[src/rtl/mc_sequencer.sv]
// mc_sequencer: Moore control FSM for a shared multi-cycle MIPS datapath.
// Steps the single ALU and the unified memory port through
// FETCH / DECODE / EXECUTE / MEMORY / WRITEBACK. It waits on mem_ready in
// the memory states and traps to a sticky FAULT state on a memory timeout
// or on an illegal opcode.
// Optional build macro MC_SEQ_INSTR_COUNT_EN adds a 32-bit retired-instruction
// counter. Without the macro, instr_count is tied to zero.
module mc_sequencer #(
  parameter int MEM_TIMEOUT = 15,
  parameter int TMR_W       = 8
) (
  input  logic        clk,
  input  logic        reset,
  input  logic [5:0]  opcode,
  input  logic        mem_ready,
  output logic        pc_write,
  output logic        pc_write_cond,
  output logic [1:0]  pc_source,
  output logic        i_or_d,
  output logic        mem_read,
  output logic        mem_write,
  output logic        ir_write,
  output logic        mem_to_reg,
  output logic        reg_dst,
  output logic        reg_write,
  output logic        alu_src_a,
  output logic [1:0]  alu_src_b,
  output logic [1:0]  alu_op,
  output logic        fault,
  output logic [3:0]  state_o,
  output logic [31:0] instr_count
);

  localparam logic [3:0] S_FETCH     = 4'd0;
  localparam logic [3:0] S_DECODE    = 4'd1;
  localparam logic [3:0] S_MEM_ADDR  = 4'd2;
  localparam logic [3:0] S_MEM_RD    = 4'd3;
  localparam logic [3:0] S_MEM_WB    = 4'd4;
  localparam logic [3:0] S_MEM_WR    = 4'd5;
  localparam logic [3:0] S_R_EXEC    = 4'd6;
  localparam logic [3:0] S_R_WB      = 4'd7;
  localparam logic [3:0] S_BRANCH    = 4'd8;
  localparam logic [3:0] S_JUMP      = 4'd9;
  localparam logic [3:0] S_ADDI_EXEC = 4'd10;
  localparam logic [3:0] S_ADDI_WB   = 4'd11;
  localparam logic [3:0] S_FAULT     = 4'd12;

  localparam logic [5:0] OP_RTYPE = 6'b000000;
  localparam logic [5:0] OP_LW    = 6'b100011;
  localparam logic [5:0] OP_SW    = 6'b101011;
  localparam logic [5:0] OP_BEQ   = 6'b000100;
  localparam logic [5:0] OP_J     = 6'b000010;
  localparam logic [5:0] OP_ADDI  = 6'b001000;

  localparam logic [TMR_W-1:0] LP_TIMEOUT = TMR_W'(MEM_TIMEOUT);
  localparam logic [TMR_W-1:0] LP_ONE     = TMR_W'(1);

  logic [3:0]       r_state;
  logic [TMR_W-1:0] r_wait;
  logic [3:0]       w_next;
  logic             w_timeout;
  logic             w_wait_state;

  // Memory-wait states are the only ones that spend time on mem_ready.
  assign w_wait_state = (r_state == S_FETCH) || (r_state == S_MEM_RD) ||
                        (r_state == S_MEM_WR);
  // Timeout triggers only if memory is still not ready. A ready in the same
  // cycle always wins.
  assign w_timeout    = (r_wait == LP_TIMEOUT) && !mem_ready;

  // Next-state logic. Opcode is consulted only in DECODE and MEM_ADDR.
  // NOTE: every always_comb output gets a default first, so no path can leave it unassigned and infer a latch.
  always_comb begin
    w_next = r_state;
    case (r_state)
      S_FETCH: begin
        if (mem_ready)      w_next = S_DECODE;
        else if (w_timeout) w_next = S_FAULT;
      end
      S_DECODE: begin
        case (opcode)
          OP_RTYPE:     w_next = S_R_EXEC;
          OP_LW, OP_SW: w_next = S_MEM_ADDR;
          OP_BEQ:       w_next = S_BRANCH;
          OP_J:         w_next = S_JUMP;
          OP_ADDI:      w_next = S_ADDI_EXEC;
          default:      w_next = S_FAULT;
        endcase
      end
      S_MEM_ADDR: begin
        if (opcode == OP_LW)      w_next = S_MEM_RD;
        else if (opcode == OP_SW) w_next = S_MEM_WR;
        else                      w_next = S_FAULT;  // opcode changed under us
      end
      S_MEM_RD: begin
        if (mem_ready)      w_next = S_MEM_WB;
        else if (w_timeout) w_next = S_FAULT;
      end
      S_MEM_WR: begin
        if (mem_ready)      w_next = S_FETCH;
        else if (w_timeout) w_next = S_FAULT;
      end
      S_R_EXEC:    w_next = S_R_WB;
      S_ADDI_EXEC: w_next = S_ADDI_WB;
      S_MEM_WB, S_R_WB, S_ADDI_WB, S_BRANCH, S_JUMP: w_next = S_FETCH;
      S_FAULT:     w_next = S_FAULT;
      default:     w_next = S_FAULT;
    endcase
  end

  // State register. Reset overrides FAULT and any in-flight wait.
  // NOTE: sequential state uses non-blocking assignments so all registers update together at the edge.
  always_ff @(posedge clk) begin
    if (reset) r_state <= S_FETCH;
    else       r_state <= w_next;
  end

  // Wait counter: cleared on every state change (which covers entry to a
  // wait state), counts idle cycles inside a wait state, and saturates.
  always_ff @(posedge clk) begin
    if (reset) begin
      r_wait <= '0;
    end else if (w_next != r_state) begin
      r_wait <= '0;
    end else if (w_wait_state && !mem_ready && (r_wait != '1)) begin
      r_wait <= r_wait + LP_ONE;
    end
  end

  // Moore output decode, gated to all-zero while reset is held.
  always_comb begin
    pc_write      = 1'b0;
    pc_write_cond = 1'b0;
    pc_source     = 2'b00;
    i_or_d        = 1'b0;
    mem_read      = 1'b0;
    mem_write     = 1'b0;
    ir_write      = 1'b0;
    mem_to_reg    = 1'b0;
    reg_dst       = 1'b0;
    reg_write     = 1'b0;
    alu_src_a     = 1'b0;
    alu_src_b     = 2'b00;
    alu_op        = 2'b00;
    fault         = 1'b0;
    if (!reset) begin
      case (r_state)
        S_FETCH: begin
          mem_read  = 1'b1;
          alu_src_b = 2'b01;
          ir_write  = mem_ready;
          pc_write  = mem_ready;
        end
        S_DECODE:    alu_src_b = 2'b11;
        S_MEM_ADDR: begin
          alu_src_a = 1'b1;
          alu_src_b = 2'b10;
        end
        S_MEM_RD: begin
          mem_read = 1'b1;
          i_or_d   = 1'b1;
        end
        S_MEM_WB: begin
          mem_to_reg = 1'b1;
          reg_write  = 1'b1;
        end
        S_MEM_WR: begin
          mem_write = 1'b1;
          i_or_d    = 1'b1;
        end
        S_R_EXEC: begin
          alu_src_a = 1'b1;
          alu_op    = 2'b10;
        end
        S_R_WB: begin
          reg_dst   = 1'b1;
          reg_write = 1'b1;
        end
        S_BRANCH: begin
          alu_src_a     = 1'b1;
          alu_op        = 2'b01;
          pc_write_cond = 1'b1;
          pc_source     = 2'b01;
        end
        S_JUMP: begin
          pc_write  = 1'b1;
          pc_source = 2'b10;
        end
        S_ADDI_EXEC: begin
          alu_src_a = 1'b1;
          alu_src_b = 2'b10;
        end
        S_ADDI_WB:   reg_write = 1'b1;
        S_FAULT:     fault     = 1'b1;
        default:     fault     = 1'b1;
      endcase
    end
  end

  assign state_o = r_state;

`ifdef MC_SEQ_INSTR_COUNT_EN
  logic        w_retire;
  logic [31:0] r_instr_count;

  // Last cycle of each instruction. A store retires only when memory accepts it.
  assign w_retire = (r_state == S_MEM_WB) || (r_state == S_R_WB) ||
                    (r_state == S_ADDI_WB) || (r_state == S_BRANCH) ||
                    (r_state == S_JUMP) || ((r_state == S_MEM_WR) && mem_ready);

  // Retired-instruction counter. It wraps naturally and holds in FAULT because nothing retires there.
  always_ff @(posedge clk) begin
    if (reset)         r_instr_count <= 32'h0;
    else if (w_retire) r_instr_count <= r_instr_count + 32'd1;
  end

  assign instr_count = r_instr_count;
`else
  assign instr_count = 32'h0;
`endif

endmodule
[config.mk]
export PLATFORM = sky130hd
export DESIGN_NAME = mc_sequencer
export DESIGN_NICKNAME = d
export VERILOG_FILES = /design/src/rtl/mc_sequencer.sv
export SDC_FILE = /design/constraint.sdc
export NUM_CORES = 1
export LEC_CHECK = 0
export CAP_MARGIN = 25
export CORE_ASPECT_RATIO = 2
export CORE_MARGIN = 5
export CORE_UTILIZATION = 42
export CTS_CLUSTER_DIAMETER = 60
export DETAILED_ROUTE_END_ITERATION = 8
export PLACE_DENSITY = 0.79
export RECOVER_POWER = 100
export SLEW_MARGIN = 20
export SYNTH_ARGS = -nofsm -noshare
export SYNTH_HDL_FRONTEND = slang
export SYNTH_SLANG_ARGS = --single-unit
export TNS_END_PERCENT = 20
[constraint.sdc]
create_clock -name clk -period 2.25 [get_ports clk]
set_clock_uncertainty 0.1 [all_clocks]
set_input_delay 0.45 -clock clk [delete_from_list [all_inputs] [get_ports clk]]
set_output_delay 0.45 -clock clk [all_outputs]
set_load 0.02 [all_outputs]
==> run_results.csv, run 1 <==
group,metric,value,unit
run_status,status,"finished clean",
layout,diodes,0,
sta,slew_viol_final,0,
die,die_height,93.0,um
clock_network,cts-root-buf,"clkbuf_8",
drt,drtPass1Iterations,4,
sta,fin_tns_setup,0,ns
clock_network,clock_latency,0.24,ns
min_path,hp-class,"flip-flop to flip-flop",
place,gp_congestion,0.890,
drt,routed-via-count,1479,
logic_synthesis,ys_warn_count,0,
grt,grt_pass1_wl,6280,um
die,row_count,30,
sta,setup-violations-final,0,
drt,ant_nets,0,
sta,fmax,460,MHz
clock_network,clock_sinks,12,
drt,wl,4230,um
sta,holdWs,0.485,ns
place,hpwl,3270,um
grt,grt_pass1_vias,1491,
die,die-area,4780,um2
drt,wire_per_inst,15.3,um
die,start_util,42.8,%
logic_synthesis,ys.flop_type,"dfxtp_1",
setup_path,worstSetupEndpointType,"flip-flop",
drt,viasPerCell,5.34,
layout,drive_gt1_share,33.5,%
run,cap_viol_max_count,0,
clock_network,htreeDepth,1,
logic_synthesis,synthesis.instances,183,
logic_synthesis,synth-seq-cells,12,
drt,route.detailed.drc,0,
logic_synthesis,synth_area,1450,um2
logic_synthesis,synthAdderAreaFrac,0.866,%
sta,hold_violations,0,
logic_synthesis,synthArstFlopShare,0,%
grt,grt_remaining_overflow,0,
place,place_ws,-0.367,ns
clock_network,cts_inserted_buffers,3,
setup_path,slowest_stage,"dfxtp_2",
setup_path,arrival,2.18,ns
grt,grt_max_degree,16,
power,p_leak,0.000975,uW
drt,drtIter0Drc,38,
grt,grt.total_usage,16.7,%
setup_path,crit_chain,"buf_4 > xor2_1 > buf_4 > o32ai_4 > a31oi_2 > mux2_4 > o31ai_4 > buf_12 > nor3_1",
clock_network,cts_tree,"yes",
clock_network,clock_path_buffers,2,
setup_path,slowest_delay,0.37,ns
setup_path,crit_top_cell,"buf_4",
setup_path,worstPathMaxFanout,8,
clock_network,cts.clk_slew.worst_paths,0.05,ns
logic_synthesis,yosysSeqAreaShare,16.6,%
setup_path,critical_path_class,"flip-flop to flip-flop",
die,coreArea,3380,um2
setup_path,startpoint_type,"flip-flop",
sta,fin_ws,0.0749,ns
logic_synthesis,synth_edf_count,0,
layout,area_delta_synth_final,39.1,%
logic_synthesis,synth_xor_area_share,4.85,%
logic_synthesis,synth-simple-area-share,32.9,%
die,ios,62,
logic_synthesis,synth_compound_area_share,19.4,%
grt,antenna_found_initial,0,
place,io_buffers,29,
sta,fin_crit,2.18,ns
sta,fin_crit_sh,96.7,%
power,p_per_area,840,nW/um2
die,die_w,51.5,um
logic_synthesis,synth.distinct_cells,54,
layout,fin_nets,256,
power,ir_worst_vdd,0.000619,V
logic_synthesis,avgSynthCellArea,7.90,um2
logic_synthesis,synth_top_family_by_area,"simple AND/OR/NAND/NOR gates",
layout,fill_cells,320,
logic_synthesis,synth_mux_area_share,2.25,%
setup_path,required,2.26,ns
==> critical path, delay by kind of cell, from the launching register on <==
kind | cells | cell delay, ns
compound gates | 3 | 0.54
flops | 1 | 0.37
mux | 1 | 0.30
xor+xnor | 1 | 0.19
simple gates | 1 | 0.05
buf+inv | 3 | 0.50
==> per-stage QoR <==
| step | utilization [%] | total power (uW) | cells | area [um2] |
|---|---|---|---|---|
| CTS | 56.3 | 1540 | 275 | 1900 |
| global route | 59.5 | 1790 | 277 | 2010 |
| detailed placement | 55.1 | 1330 | 271 | 1860 |
| floorplan | - | 975 | 214 | 1580 |
| finish | 59.5 | 1690 | 277 | 2010 |
| global placement | 55.1 | 1300 | 271 | 1860 |
==> cells in the mapped netlist (all sizes together) (4+ instances only) <==
master	number	area, um2
xnor2	4	35.0
and3	10	70.1
nor2	14	52.6
or2	4	27.5
nand2	12	45.0
nor4b	4	41.3
dfxtp	12	240
xor2	4	35.0
a31oi	6	43.8
clkbuf	7	70.1
nand3	6	30.0
nor3	16	80.1
buf	34	253
a21oi	9	48.8
==> state kept, by name, summed over array words and instances, names as in the netlist <==
name and count:
r_wait 8, state_o 4
==> routing by layer <==
metal	wire, um	up-vias	track usage (%)
met2	2580	56	34.1
met5	0	-	0
met1	1360	693	14.3
met4	82	0	7.66
li1	-	722	-
met3	205	8	3.06
==> what timing repair did <==
action / in CTS / in global routing
buffers inserted: 0 / 3
resized for setup: 35 / 33
pin swaps: 0 / 12
hold buffers: 0 / 0
setup endpoints to repair: 25 / 17
==> final timing paths <==
| path | from | endpoint | slack, ns | cells past startpoint |
|---|---|---|---|---|
| max | state_o[0] | r_wait[0] | 0.07 | 9 |
| min | r_wait[3] | r_wait[3] | 0.48 | 3 |
| max reg2reg | state_o[0] | r_wait[0] | 0.07 | 9 |
| min reg2reg | r_wait[3] | r_wait[3] | 0.48 | 3 |
==> final cells by class <==
type	instances	area (um2)	share of cell area (%)
inverters	2	7.51	0.373
well taps	32	40.0	1.99
multi-input cells	159	1090	54.4
clock buffers	4	55.1	2.74
repair buffers	68	569	28.3
flip-flops and latches	12	244	12.1
==> cells in the final DEF (no fill, tap or decap), types with 3 or more instances in the layout <==
master	synthesis	final
nor3_2	0	3
dlygate4sd3_1	0	4
clkbuf_1	2	5
dlymetal6s2s_1	0	6
dfxtp_2	0	3
conb_1	1	32
xnor2_1	4	4
nor2_1	14	14
nand2_1	12	12
buf_4	33	36
clkbuf_8	4	4
a31oi_1	5	4
nand4_1	3	3
nor4b_2	1	3
dfxtp_1	12	9
xor2_1	4	4
a21oi_1	8	5
a21oi_2	1	4
and3_1	7	7
dlygate4sd2_1	0	10
nor3_1	16	11
nand3_1	6	6
==> cells by family after synthesis <==
kind of cell | count (synthesis)
multiplexers | 3
flip-flops | 12
XOR/XNOR | 8
other | 1
buffers and inverters | 43
AO/OA/AOI/OAI | 34
adder cells (fa/ha/maj) | 1
AND/OR/NAND/NOR | 81
==> power breakdown <==
group | switching (uW) | internal [uW]
registers | 52.1 | 240
clock network | 72.0 | 154
logic | 643 | 528
(Power assumes the default switching activity.)
==> inputs of run 2 (changes only) <==
--- a/config.mk
+++ b/config.mk
@@ -5,14 +5,16 @@
 export SDC_FILE = /design/constraint.sdc
 export NUM_CORES = 1
 export LEC_CHECK = 0
+export ABC_AREA = 1
 export CAP_MARGIN = 25
 export CORE_ASPECT_RATIO = 2
 export CORE_MARGIN = 5
 export CORE_UTILIZATION = 42
 export CTS_CLUSTER_DIAMETER = 60
 export DETAILED_ROUTE_END_ITERATION = 8
-export PLACE_DENSITY = 0.79
+export PLACE_DENSITY = 0.8
 export RECOVER_POWER = 100
+export REMOVE_ABC_BUFFERS = 1
 export SLEW_MARGIN = 20
 export SYNTH_ARGS = -nofsm -noshare
 export SYNTH_HDL_FRONTEND = slang
==> run_results.csv, run 2 <==
group,metric,value,unit
run_status,status,"finished clean",
logic_synthesis,synth_xor_area_share,3.20,%
sta,hold_violations,0,
logic_synthesis,synth_top_family_by_area,"simple AND/OR/NAND/NOR gates",
drt,drtIter0Drc,38,
logic_synthesis,synth.distinct_cells,30,
grt,grt_pass1_vias,1463,
die,die_height,90.8,um
clock_network,cts.clk_slew.worst_paths,0.06,ns
logic_synthesis,synthAdderAreaFrac,0.913,%
drt,route.detailed.drc,0,
sta,fin_crit_sh,98.3,%
clock_network,cts_tree,"yes",
setup_path,worstPathMaxFanout,5,
layout,design_area,1690,um2
layout,diodes,0,
layout,largest_reg_flops,8,
die,coreArea,3160,um2
drt,wire_per_inst,11.9,um
grt,grt_remaining_overflow,0,
drt,routed-via-count,1441,
logic_synthesis,synth_edf_count,0,
logic_synthesis,avgSynthCellArea,6.17,um2
place,gp_congestion,0.882,
layout,top_register,"r_wait",
drt,wl,3520,um
layout,drive_gt1_share,18.6,%
place,place_ws,-0.259,ns
sta,fin_crit,2.21,ns
power,power_frac_comb,53.9,%
power,p_leak,0.000909,uW
logic_synthesis,yosysMostFrequentCell,"nand2_1",
grt,grt.total_usage,15.6,%
place,hpwl,3030,um
die,row_count,29,
grt,grt_pass1_wl,5740,um
setup_path,required,1.70,ns
clock_network,hold_buffers,0,
power,p_seq_share,23.4,%
setup_path,arrival,1.66,ns
sta,slew_viol_final,0,
logic_synthesis,synthArstFlopShare,0,%
drt,drtPass1Iterations,4,
grt,antenna_found_initial,0,
logic_synthesis,synth-seq-cells,12,
sta,rsz0062_at_grt,"false",
layout,fin_nets,275,
sta,fmax,452,MHz
drt,viasPerCell,4.88,
setup_path,critical_path_class,"primary input to output pin",
layout,mostFrequentLayoutCells,"nand2_1, conb_1, nor2_1",
place,io_buffers,29,
die,start_util,43.4,%
drt,ant_nets,0,
logic_synthesis,synth_mux_area_share,0.731,%
sta,fin_ws,0.0372,ns
setup_path,startpoint_type,"primary input",
run,cap_viol_max_count,0,
logic_synthesis,synthTopCellsByArea,"buf_4, dfxtp_1, nand2_1",
power,netSwitchingFraction,45.5,%
logic_synthesis,ys.flop_type,"dfxtp_1",
power,p_clk_share,22.6,%
layout,fill_cells,330,
clock_network,clock_sinks,12,
logic_synthesis,synth_top_area_cell,"buf_4",
layout,area_delta_synth_final,23.7,%
power,p_sw,493,uW
layout,final_common_cell,"nand2_1",
die,die-area,4570,um2
logic_synthesis,synth-simple-area-share,43.2,%
logic_synthesis,synth_area,1370,um2
grt,grt_max_degree,14,
clock_network,cts_setup_buffers,0,
logic_synthesis,synth_common_cells,"nand2_1, buf_4, nor2_1",
logic_synthesis,ys_warn_count,0,
power,ir_worst_vdd,0.000277,V
clock_network,cts_inserted_buffers,3,
logic_synthesis,synth_compound_area_share,7.58,%
logic_synthesis,yosysSeqAreaShare,17.5,%
clock_network,htreeDepth,1,
clock_network,cts-root-buf,"clkbuf_8",
setup_path,worstSetupEndpointType,"output pin",
power,p_int,592,uW
clock_network,clock_path_buffers,2,
logic_synthesis,synth.top_cell.area_share,18.1,%
clock_network,clock_latency,0.25,ns
die,ios,62,
sta,setup-violations-final,0,
power,p_per_area,640,nW/um2
min_path,hp-class,"flip-flop to flip-flop",
place,dpl-instance-area,1650,um2
logic_synthesis,synthesis.instances,222,
die,die_w,50.4,um
-- run 2: metal layers --
metal | vias up | GRT usage [%] | part of all wire [%]
met5 | - | 0 | 0
met4 | 0 | 5.76 | 2.4
met3 | 11 | 2.48 | 6.6
met2 | 69 | 33.1 | 58
met1 | 652 | 12.6 | 33
li1 | 709 | - | -
-- run 2: area by class of cell --
cell class	instances	area, um2	share of cell area (%)
inverters	30	113	6.65
flip-flops and latches	12	243	14.3
multi-input cells	177	890	52.5
clock buffers	4	55.1	3.25
repair buffers	41	355	21.0
well taps	31	38.8	2.29
-- run 2: worst paths after layout --
path | from | endpoint | slack, ns | cells past startpoint
setup / recovery | reset | reg_write | 0.04 | 5
hold / removal | r_wait[1] | r_wait[1] | 0.48 | 4
setup reg to reg | r_wait[0] | r_wait[5] | 0.36 | 11
hold reg to reg | r_wait[1] | r_wait[1] | 0.48 | 4
-- run 2: power groups by stage --
| stage | Combinational, uW | Sequential, uW | Clock (uW) |
|---|---|---|---|
| 4_1_cts | 592 | 254 | 252 |
| 5_1_grt | 641 | 256 | 263 |
| 6_report | 585 | 254 | 246 |
| 3_5_place_dp | 608 | 257 | 0 |
| 3_3_place_gp | 600 | 257 | 0 |
| 2_1_floorplan | 389 | 269 | 0 |
-- run 2: cell families after synthesis --
kind of cell             count (synthesis)
AO/OA/AOI/OAI                           18
XOR/XNOR                                 5
adder cells (fa/ha/maj)                  1
buffers and inverters                   64
flip-flops                              12
multiplexers                             1
other                                    1
AND/OR/NAND/NOR                        120
-- run 2: metrics by stage --
| step | setup TNS (ns) | instances | power, uW | hold WS, ns | utilization, % |
|---|---|---|---|---|---|
| final | 0 | 295 | 1080 | 0.478 | 53.7 |
| after detailed placement | -3.15 | 291 | 865 | 0.469 | 52.4 |
| after CTS | 0 | 295 | 1100 | 0.480 | 53.6 |
| after global placement | -2.55 | 291 | 857 | 0.458 | 52.4 |
| after floorplan | 0 | 219 | 658 | 0.419 | - |
| after global routing | 0 | 295 | 1160 | 0.522 | 53.7 |
-- run 2: worst max-delay path: stages --
cell	delay (ns)
clkdlybuf4s50_1	0.48
inv_1	0.06
buf_4	0.15
a31o_2	0.23
clkdlybuf4s15_1	0.29
-- run 2: timing repair --
item	4_1_cts	5_1_grt
cloned	0	0
setup endpoints to repair	17	12
resized for setup	20	7
